## src/rtl/reg_file_pkg.sv

```systemverilog
// Shared constants and dump FSM state type for the RiSC-16 register file.
//   WORD_LEN     : architectural register width
//   NUM_REGS     : number of architectural registers (power of 2)
//   REG_ADDR_LEN : register index width, log2(NUM_REGS)
//   dump_state_t : debug-dump FSM states
package reg_file_pkg;

  localparam int WORD_LEN     = 16;
  localparam int NUM_REGS     = 8;
  localparam int REG_ADDR_LEN = 3;

  typedef enum logic [1:0] {
    DUMP_IDLE = 2'd0,
    DUMP_SEND = 2'd1,
    DUMP_DONE = 2'd2
  } dump_state_t;

endpackage

```

## src/rtl/reg_file_dump_ctrl.sv

```systemverilog
// Debug-dump controller: walks the register index from 0 to NUM_REGS-1,
// presenting one beat per index over a valid/ready handshake.
// Ports:
//   clk, rst    : clock, asynchronous active-high reset
//   dump_start  : one-cycle request to begin a dump (ignored unless idle)
//   dump_ready  : consumer accepts the current beat when valid && ready
//   dump_busy   : high from the cycle after dump_start until back in idle
//   dump_valid  : current beat is valid
//   dump_idx    : index of current beat; also the storage read address
module reg_dump_ctrl
  import reg_file_pkg::*;
#(
  parameter int NUM_REGS = reg_file_pkg::NUM_REGS,
  parameter int ADDR_LEN = reg_file_pkg::REG_ADDR_LEN
) (
  input  logic                clk,
  input  logic                rst,
  input  logic                dump_start,
  input  logic                dump_ready,
  output logic                dump_busy,
  output logic                dump_valid,
  output logic [ADDR_LEN-1:0] dump_idx
);

  localparam logic [ADDR_LEN-1:0] LAST_IDX = ADDR_LEN'(NUM_REGS - 1);

  dump_state_t         state, state_next;
  logic [ADDR_LEN-1:0] idx, idx_next;

  always_ff @(posedge clk or posedge rst) begin
    if (rst) begin
      state <= DUMP_IDLE;
      idx   <= '0;
    end else begin
      state <= state_next;
      idx   <= idx_next;
    end
  end

  always_comb begin
    state_next = state;
    idx_next   = idx;
    case (state)
      DUMP_IDLE: begin
        if (dump_start) begin
          state_next = DUMP_SEND;
          idx_next   = '0;
        end
      end
      DUMP_SEND: begin
        if (dump_ready) begin
          if (idx == LAST_IDX) state_next = DUMP_DONE;
          else                 idx_next   = idx + ADDR_LEN'(1);
        end
      end
      DUMP_DONE: state_next = DUMP_IDLE;
      default:   state_next = DUMP_IDLE;
    endcase
  end

  always_comb begin
    dump_busy  = (state != DUMP_IDLE);
    dump_valid = (state == DUMP_SEND);
    // Index is only exposed during a beat so idle/done outputs read as zero.
    dump_idx   = dump_valid ? idx : '0;
  end

endmodule

```

## src/rtl/reg_file.sv

```systemverilog
// RiSC-16 architectural register file: one write port, two combinational
// read ports, and a serial debug-dump port. r0 always reads as zero.
// Ports:
//   clk, rst               : clock, asynchronous active-high reset
//   wr_en/wr_addr/wr_data  : write-back port (WB tgt value)
//   rd_addr_a / rd_data_a  : read port A (combinational)
//   rd_addr_b / rd_data_b  : read port B (combinational)
//   dump_start             : request to stream every register
//   dump_busy/dump_valid   : dump status / beat valid
//   dump_ready             : consumer handshake
//   dump_idx/dump_data     : current beat index and value
module reg_file
  import reg_file_pkg::*;
#(
  parameter int WORD_LEN = reg_file_pkg::WORD_LEN,
  parameter int NUM_REGS = reg_file_pkg::NUM_REGS,
  parameter int ADDR_LEN = reg_file_pkg::REG_ADDR_LEN,
  parameter int BYPASS   = 1
) (
  input  logic                clk,
  input  logic                rst,
  input  logic                wr_en,
  input  logic [ADDR_LEN-1:0] wr_addr,
  input  logic [WORD_LEN-1:0] wr_data,
  input  logic [ADDR_LEN-1:0] rd_addr_a,
  output logic [WORD_LEN-1:0] rd_data_a,
  input  logic [ADDR_LEN-1:0] rd_addr_b,
  output logic [WORD_LEN-1:0] rd_data_b,
  input  logic                dump_start,
  output logic                dump_busy,
  output logic                dump_valid,
  input  logic                dump_ready,
  output logic [ADDR_LEN-1:0] dump_idx,
  output logic [WORD_LEN-1:0] dump_data
);

  logic [WORD_LEN-1:0] regs [NUM_REGS];

  // Read ports: 0 = A, 1 = B, 2 = dump engine.
  logic [ADDR_LEN-1:0] raddr [3];
  logic [WORD_LEN-1:0] rdata [3];

  always_ff @(posedge clk or posedge rst) begin
    if (rst) begin
      regs <= '{default: '0};
    end else if (wr_en && (wr_addr != '0)) begin
      regs[wr_addr] <= wr_data;
    end
  end

  always_comb begin
    for (int unsigned p = 0; p < 3; p++) begin
      rdata[p] = '0;
      if (raddr[p] != '0) begin
        if ((BYPASS != 0) && wr_en && (wr_addr == raddr[p])) rdata[p] = wr_data;
        else                                                   rdata[p] = regs[raddr[p]];
      end
    end
  end

  reg_dump_ctrl #(
    .NUM_REGS (NUM_REGS),
    .ADDR_LEN (ADDR_LEN)
  ) u_dump_ctrl (
    .clk        (clk),
    .rst        (rst),
    .dump_start (dump_start),
    .dump_ready (dump_ready),
    .dump_busy  (dump_busy),
    .dump_valid (dump_valid),
    .dump_idx   (dump_idx)
  );

  assign raddr[0]  = rd_addr_a;
  assign raddr[1]  = rd_addr_b;
  assign raddr[2]  = dump_idx;
  assign rd_data_a = rdata[0];
  assign rd_data_b = rdata[1];
  // Beat data follows live storage (and bypass) until accepted.
  assign dump_data = dump_valid ? rdata[2] : '0;

endmodule

```

## config.mk

```make
export PLATFORM = sky130hd
export DESIGN_NAME = reg_file
export DESIGN_NICKNAME = d
export VERILOG_FILES = /design/src/rtl/reg_file_pkg.sv /design/src/rtl/reg_file_dump_ctrl.sv /design/src/rtl/reg_file.sv
export SDC_FILE = /design/constraint.sdc
export NUM_CORES = 1
export LEC_CHECK = 0
export ABC_AREA = 1
export CORE_MARGIN = 3
export CORE_UTILIZATION = 24
export DETAILED_ROUTE_END_ITERATION = 12
export GPL_TIMING_DRIVEN = 0
export MAX_ROUTING_LAYER = met4
export PLACE_DENSITY_LB_ADDON = 0.25
export SYNTH_ARGS = -nofsm -noshare
export SYNTH_HDL_FRONTEND = slang
export SYNTH_SLANG_ARGS = --single-unit
```

## constraint.sdc

```tcl
create_clock -name clk -period 6.8 [get_ports clk]
set_input_delay 1.36 -clock clk [delete_from_list [all_inputs] [get_ports clk]]
set_output_delay 1.36 -clock clk [all_outputs]
set_load 0.1 [all_outputs]
```

== Word-level counts from Yosys, hierarchy flattened ==
Index checks and enable logic that the tools add are counted.
Word-level totals
  input port bits: 30
  bits in registers: 133
Operators by class
  add/subtract/negate cells: 1
  equality and inequality tests: 9
  reduce and logical (&&, ||, !) cells: 14
  order comparisons: 5
  bitwise gates (word level): 4
  multiplexer cells: 28
Operators with widths (number)
  2-to-1 mux 16 bit: 14
  binary-select mux 16 bit (select 3 bit): 3
  bitwise mux 128 bit: 1
  demux 16 bit (select 3 bit): 1
  greater-or-equal comparator 4 bit (second input constant): 4
  inverter 3 -> 4 bit: 4
  2-to-1 mux 3 bit: 4
  nonzero test 3 bit: 4
  == test 3 bit: 3
  2-to-1 mux 2 bit: 3
  one-hot mux 3 bit (2 select lines): 1
  logical AND 1 bit: 5
  < comparator 4 x 1 -> 1 bit (second input constant): 1
  != test 2 x 1 -> 1 bit (second input constant): 2
  != test 2 bit (second input constant): 2
  one-hot mux 2 bit (2 select lines): 1
  AND reduction 4 bit: 1
  nonzero test 2 bit: 2
  adder 3 x 1 -> 3 bit (second input constant): 1
  == test 3 bit (second input constant): 1
  AND reduction 3 bit: 1
  == test 2 x 1 -> 1 bit (second input constant): 1
  logical NOT 2 bit: 1

== Longest topological paths before layout ==
Gate-level depths: netlist of the first run.
  depth in word-level cells: 9
  depth in mapped cells: 11
  mapped depth without buffers: 9

== By module ==
A second synthesis of the first run with hierarchy kept.
Unflattened totals
  cells, all modules: 1557
  area, all modules: 9440.3 µm²
Modules (own cells, without submodules)
  reg_file: area each 9111.2 µm², cells each 1514, times used 1
  reg_dump_ctrl: area each 329.1 µm², cells each 43, times used 1

== Worst setup path before layout of the first run ==
OpenSTA, ideal clock, no wires.
  kind: in2out
  start point: input rd_addr_a[2]
  end point: output rd_data_a[14]
  data required time: 5.440 ns
  path slack: 1.907 ns
  arrival: 3.533 ns
  cell stages on the path: 10
  path buffers: 3
  path through: buf_2 -> inv_1 -> o21ai_1 -> nor2_1 -> nand2_1 -> buf_4 -> buf_6 -> nand2_1 -> nor2_1 -> nor2_1
On the way
  longest elaborated chain between the ends: 6
Ends and longest elaborated chain
  start: declaration: line reg_file.sv:25  | input logic [ADDR_LEN-1:0] rd_addr_a,
  inverter 3 -> 4 bit (implied by the code): line reg_file.sv:56  | else rdata[p] = regs[raddr[p]];
  binary-select mux 16 bit (select 3 bit): line reg_file.sv:56
  2-to-1 mux 16 bit (implied by the code) (2 in a row): line reg_file.sv:56
  2-to-1 mux 16 bit: line reg_file.sv:55  | if ((BYPASS != 0) && wr_en && (wr_addr == raddr[p])) rdata[p] = wr_data;
  2-to-1 mux 16 bit (*): line reg_file.sv:54  | if (raddr[p] != '0) begin
  end: declaration: line reg_file.sv:26  | output logic [WORD_LEN-1:0] rd_data_a,
Mark *: on every way between the ends. The rest lies on a longest branch, timed or not. The select of a mux whose other input is x is not followed.

== Worst setup path in the final report of the first run ==
  start point: input rd_addr_b[0]
  end point: output rd_data_b[2]
On the way
  longest elaborated chain between the ends: 6
Ends and longest elaborated chain
  start: declaration: line reg_file.sv:27  | input logic [ADDR_LEN-1:0] rd_addr_b,
  inverter 3 -> 4 bit (implied by the code): line reg_file.sv:56
  binary-select mux 16 bit (select 3 bit): line reg_file.sv:56
  2-to-1 mux 16 bit (implied by the code) (2 in a row): line reg_file.sv:56
  2-to-1 mux 16 bit: line reg_file.sv:55
  2-to-1 mux 16 bit (*): line reg_file.sv:54
  end: declaration: line reg_file.sv:28  | output logic [WORD_LEN-1:0] rd_data_b,
Marks and branches as above.

==> metrics, run 1 <==
die area 40870 sq um; global-route wire length before repair 68.00 mm; CTS Buf Count 17; WHS Path Cells 2; Main synth FF type dfrtp_1; # hold bufs at CTS 0; total track usage 22.99%; Hold Vio Cnt, Final 0; share of the synthesized area in the top cell type 36.04%; cell internal pwr 2.193 mW; Synth Area per Inst 6.198 sq um; CTS sink count 133; LEAKAGE 5.328 nW; combinational share of power 56.8%; CP Data Arrival Time 4910 ps; post-cts repair resize count 0; half-perimeter wire length after placement 34.54 mm; first-pass iteration count of the detailed router 6; drt first-iter violations 1247; Synth warnings 0; CTS clk-pin slew, worst paths 60 ps; Psw 2.583 mW; Die Span X 202.2 um; Residual DRC 0; worst setup margin 532.3 ps; worst slew pin tran 988.4 ps; root buf cell clkbuf_16; Final Cycle Share 92.17%; MaxCap Viol Count 0; routing usage on met1 29.25%; Post-CTS Setup Repair Bufs 0; area of the multi-input gates 5036 sq um; HP Class reg -> reg; async set-or-reset flop fraction in the synthesized netlist 100.0%; Seq/Total Area, Yosys 36.04%; leading area contributor after synthesis dfrtp_1; Die Height 202.2 um; clock buffer depth 2; PwrDens 422.2 nW/um^2; area added between synthesis and finish 22.49%; crit path capture type output port; DR vias 10.82k; #FFs+latches synth 133; number of buffers added on ports 78; Nets 1620; Post-synth top cells nand2_1 (412), nor2_1 (225), o21ai_0 (203); Worst Skew 0.3920 ps; grt peak-use layer met2; Hold Slack 484.1 ps; top post-synthesis cells by area dfrtp_1 (36%), nand2_1 (17%), o21ai_0 (11%); cells after synthesis 1490; Detail Route Antenna Nets 0; num ports 83; Place WS 669.6 ps; Routed WL 45.92 mm; worst skew pair latency 440 ps; Startpoint Class input pin; share of total power in sequential cells 22.3%; Finish-stage setup viols 0; setup repair after global routing missed its margin false; GPL Wtd Cong 0.9998; FF/Latch Area 3328 sq um; CP max FO 10; GRT overflow 0; Post-synth EDFFs 0; Post-Syn Nets 1522; Worst EP required 5440 ps; WL per Instance 21.74 um; crit path kind in -> out; largest net degree at the start of global routing 78; post-synth cell types 24; count leader, synth nand2_1; H-tree Lvls 4; fin. max-slew vios 0; met3 Use GR 4.252%; Clock Power Share 20.9%; fillers 4179; initial antenna violation count 1; status complete, no violations; synthesized area 9235 sq um; worst r2r path cells 7; layout cells sized above 1 5.813%; std cell rows 71; CTS tree yes; CORE AREA 37760 sq um; Starting Density 24.46%; sw frac 54.08%; Vias per Instance 5.121; number of global-route vias before repair 10.34k; VDD IR max 0.0002074 V; minimum clock period 6268 ps; Max Fclk 159.5 MHz; Max transition margin 33.90%; GR Layer Usage met2 36.98%
-- critical path: stages --
cell             delay, ps
clkdlybuf4s50_1        450
inv_1                  150
buf_2                  300
clkbuf_1               660
nand2_1                100
nand3_1                100
nand3_1                140
nand2_1                150
nor2_1                  50
nor2_1                 250
clkdlybuf4s50_1       1190
-- sequential cells by signal, indices dropped and copies added, names as in the netlist --
register,flops
regs,128
u_dump_ctrl.idx,3
u_dump_ctrl.state,2
-- placed cells by master (no fill, tap or decap), types with 2 or more instances in the layout --
master / Yosys / final
buf_6: 3 / 3
ha_1: 2 / 2
nor2_1: 225 / 225
buf_2: 42 / 42
inv_1: 79 / 78
dfrtp_1: 133 / 133
bufinv_16: 0 / 4
clkbuf_16: 0 / 17
buf_4: 4 / 4
clkinv_2: 0 / 2
nand3_1: 132 / 132
inv_6: 0 / 2
o22ai_1: 3 / 3
inv_2: 5 / 5
nand4_1: 17 / 17
clkinv_4: 0 / 2
nor2_4: 2 / 2
o21ai_1: 20 / 20
o21ai_0: 203 / 203
clkbuf_1: 68 / 69
a21oi_1: 127 / 127
nand2_1: 412 / 412
buf_1: 7 / 7
clkinvlp_4: 0 / 3
clkdlybuf4s50_1: 0 / 78
-- routing by layer --
metal  share of wire [%]  wire [um]
met2                  47      21520
met1                  42      19320
met4                 3.1       1402
met5                   0          0
met3                 8.0       3680
-- per-stage QoR --
stage	instances	area, sq um	total power, mW	setup TNS, ps	utilization (%)
floorplan	1490	9235	2.935	0	-
global placement	2079	10660	3.739	-64380	28.22
finish	2112	11310	4.776	0	29.96
global route	2112	11310	5.014	0	29.96
detailed placement	2080	10690	3.751	0	28.31
CTS	2111	11310	4.752	0	29.96
-- final timing paths --
| path | start | end | slack [ps] |
|---|---|---|---|
| max | rd_addr_b[0] | rd_data_b[2] | 530 |
| min | regs[26] | regs[26] | 480 |
| max reg2reg | u_dump_ctrl.state[0] | u_dump_ctrl.idx[2] | 5180 |
| min reg2reg | regs[26] | regs[26] | 480 |
| max in group asynchronous | rst | regs[8] | 4640 |
| min in group asynchronous | rst | regs[113] | 1360 |
-- layout make-up --
| class | count | area share, % |
|---|---|---|
| plain buffers | 124 | 4.911 |
| clock inverters | 12 | 1.582 |
| well taps | 511 | 5.652 |
| multi-input cells | 1149 | 44.52 |
| diodes | 1 | 0.02212 |
| inverters | 84 | 2.832 |
| repair buffers | 79 | 7.145 |
| flip-flops and latches | 133 | 29.42 |
| clock buffers | 19 | 3.915 |
-- cell families (layout without fill, tap and decap cells) --
logic type | Yosys count | count (layout) | synth area share, %
DFF | 133 | 133 | 36.04
and+or+nand+nor | 794 | 794 | 35.09
buffers and inverters | 208 | 318 | 9.430
adders and majority gates | 2 | 2 | 0.2709
other | 0 | 1 | 0
AOI/OAI and AO/OA | 353 | 353 | 19.17
-- power groups by stage --
stage	Combinational, mW	Clock, mW	Sequential, mW
2_1_floorplan	1.90	0	1.03
3_3_place_gp	2.67	0	1.07
3_5_place_dp	2.68	0	1.07
4_1_cts	2.68	1.01	1.06
5_1_grt	2.89	1.04	1.08
6_report	2.71	0.998	1.07
No activity file was read; power rests on OpenSTA's default activity.
==> run 2, diff against run 1 <==
--- a/config.mk
+++ b/config.mk
@@ -6,7 +6,8 @@
 export NUM_CORES = 1
 export LEC_CHECK = 0
 export ABC_AREA = 1
-export CORE_MARGIN = 3
+export CORE_ASPECT_RATIO = 1.5
+export CORE_MARGIN = 2
 export CORE_UTILIZATION = 24
 export DETAILED_ROUTE_END_ITERATION = 12
 export GPL_TIMING_DRIVEN = 0
==> metrics, run 2 (synthesized netlist as in run 1, its figures left out) <==
Max transition margin 29.96% (-3.9 points); Routed WL 47.16 mm (+2.7%); Top Family by Delay on Critical Path buffers and inverters; worst r2r path cells 7 (unchanged); Startpoint Class input pin; fin. max-slew vios 0 (unchanged); Max Fclk 160.6 MHz (+0.68%); Buf/Inv on CP 4 (-1); initial antenna violation count 0 (-1); LEAKAGE 5.349 nW (+0.41%); post-cts repair resize count 0 (unchanged); Detail Route Antenna Nets 0 (unchanged); hold path endpoint regs[111]; layout cells sized above 1 5.746% (-0.066 points); crit path capture type output port; Finish-stage setup viols 0 (unchanged); Ant. Diodes 0 (-1); GRT overflow 0 (unchanged); CP max FO 10 (unchanged); DR vias 10.58k (-2.2%); most common cell after layout, fill and taps aside nand2_1; CTS tree yes; crit path kind in -> out; number of global-route vias before repair 10.47k (+1.2%); Reg with most FFs regs; root buf cell clkbuf_16; minimum clock period 6225 ps (-42.34 ps); die area 40100 sq um (-1.9%); post-layout util 29.62% (-0.34 points); # hold bufs at CTS 0 (unchanged); commonest cells after routing, fill and taps aside nand2_1 (412), nor2_1 (225), o21ai_0 (203); VDD IR max 0.0002914 V (+41%); setup repair after global routing missed its margin false; MaxCap Viol Count 0 (unchanged); WL per Instance 22.50 um (+3.5%); HP Class reg -> reg; CP Data Arrival Time 4870 ps (-40 ps); Hold Vio Cnt, Final 0 (unchanged); Largest regs regs: 128 flops, u_dump_ctrl.idx: 3 flops, u_dump_ctrl.state: 2 flops; first-pass iteration count of the detailed router 5 (-1); GPL Wtd Cong 0.9805 (-1.9%); Residual DRC 0 (unchanged); hold_sp regs[111]; area added between synthesis and finish 22.56% (about the same); slowest cell on the critical path clkdlybuf4s50_1; CTS sink count 133 (unchanged); Worst Skew 0.6598 ps (+0.2678 ps); half-perimeter wire length after placement 37.06 mm (+7.3%); num ports 83 (unchanged); clock buffer depth 2 (unchanged); drt first-iter violations 852 (-32%); std cell rows 88 (+24%); Nets 1620 (unchanged); Worst EP required 5440 ps (about the same); worst skew pair latency 450 ps (about the same); CTS clk-pin slew, worst paths 60 ps (about the same); R2R Setup Slk 5180 ps (about the same); CORE AREA 38210 sq um (+1.2%); CTS Buf Count 17 (unchanged); Post-CTS Setup Repair Bufs 0 (unchanged); global-route wire length before repair 68.08 mm (+0.11%); PwrDens 428.2 nW/um^2 (+1.4%); WHS Path Cells 2 (unchanged); setup_tns 0 ps (unchanged); Die Span X 164.2 um (-19%); Final Cycle Share 91.55% (-0.62 points); Vias per Instance 5.048 (-1.4%); Starting Density 24.17% (-0.29 points); reg-to-reg critical path endpoint u_dump_ctrl.idx[1]; max reg flops 128 (unchanged); status complete, no violations; total track usage 24.36% (+1.4 points); largest net degree at the start of global routing 78 (unchanged); worst slew pin tran 1051 ps (+62.12 ps); H-tree Lvls 4 (unchanged); Die Height 244.3 um (+21%); number of buffers added on ports 78 (unchanged); CP Cell Sequence clkdlybuf4s50_1, inv_1, o22ai_1, nor2_1, nand2_1, clkbuf_1, o21ai_0, nor2_1, clkdlybuf4s50_1; reg2reg start u_dump_ctrl.state[0]; CP peak stage delay 1180 ps (about the same)
[run 2: cell count changes in the layout (fill, tap and decap cells not counted), sizes merged]
cell      change
clkinv        -1
diode         -1
inv           -1
bufinv        +1
clkinvlp      -2
clkbuf        +4
[run 2: layout make-up]
type                            count  area (sq um)
Inverter                           84         320.3
Fill cell                        4254         26890
Clock inverter                      9         172.7
Clock buffer                       23         478.0
Multi-Input combinational cell   1149          5036
Buffer                            124         555.5
Tap cell                          495         619.3
Timing Repair Buffer               79         808.3
Sequential cell                   133          3328
[run 2: worst register-to-register path: stages (launching register included)]
cell     delay (ps)
dfrtp_1         420
buf_2           280
buf_2           330
nor2_1          100
nand2_1         170
nand2_1         100
nand3_1          70
nand2_1          50
[run 2: worst max-delay path by stage]
stage / start / endpoint / cells after the start
after floorplan: rst / regs[0] / 1
after global placement: rst / regs[123] / 2
after detailed placement: wr_addr[0] / rd_data_b[5] / 9
after CTS: wr_addr[0] / rd_data_b[5] / 9
after global routing: wr_addr[0] / rd_data_b[6] / 9
final: wr_addr[0] / rd_data_b[5] / 9
[run 2: metrics by stage]
step,hold WS (ps),cells,instance area [sq um],power (mW),setup WS (ps)
after floorplan,453.0,1490,9235,2.935,1886
after CTS,487.5,2096,11320,4.827,684.6
final,485.1,2096,11320,4.847,574.7
after global routing,508.3,2096,11320,5.064,513.8
after detailed placement,472.6,2064,10670,3.775,689.0
after global placement,468.8,2063,10640,3.762,-317.7
[run 2: metal layers]
metal / global-route usage, % / up-vias / part of all wire, %
met5: - / - / 0
met4: 14.37 / 0 / 6.2
met3: 2.849 / 150 / 4.5
met2: 42.30 / 409 / 51
met1: 26.44 / 4989 / 38
li1: - / 5032 / -
[run 2: where the power goes]
part           total, mW  leakage (nW)  internal [mW]  switching (mW)
clock               1.05         0.317          0.677           0.369
combinational       2.73          3.36          0.642            2.08
sequential          1.07          1.67          0.930           0.145
total               4.85          5.35           2.25            2.60
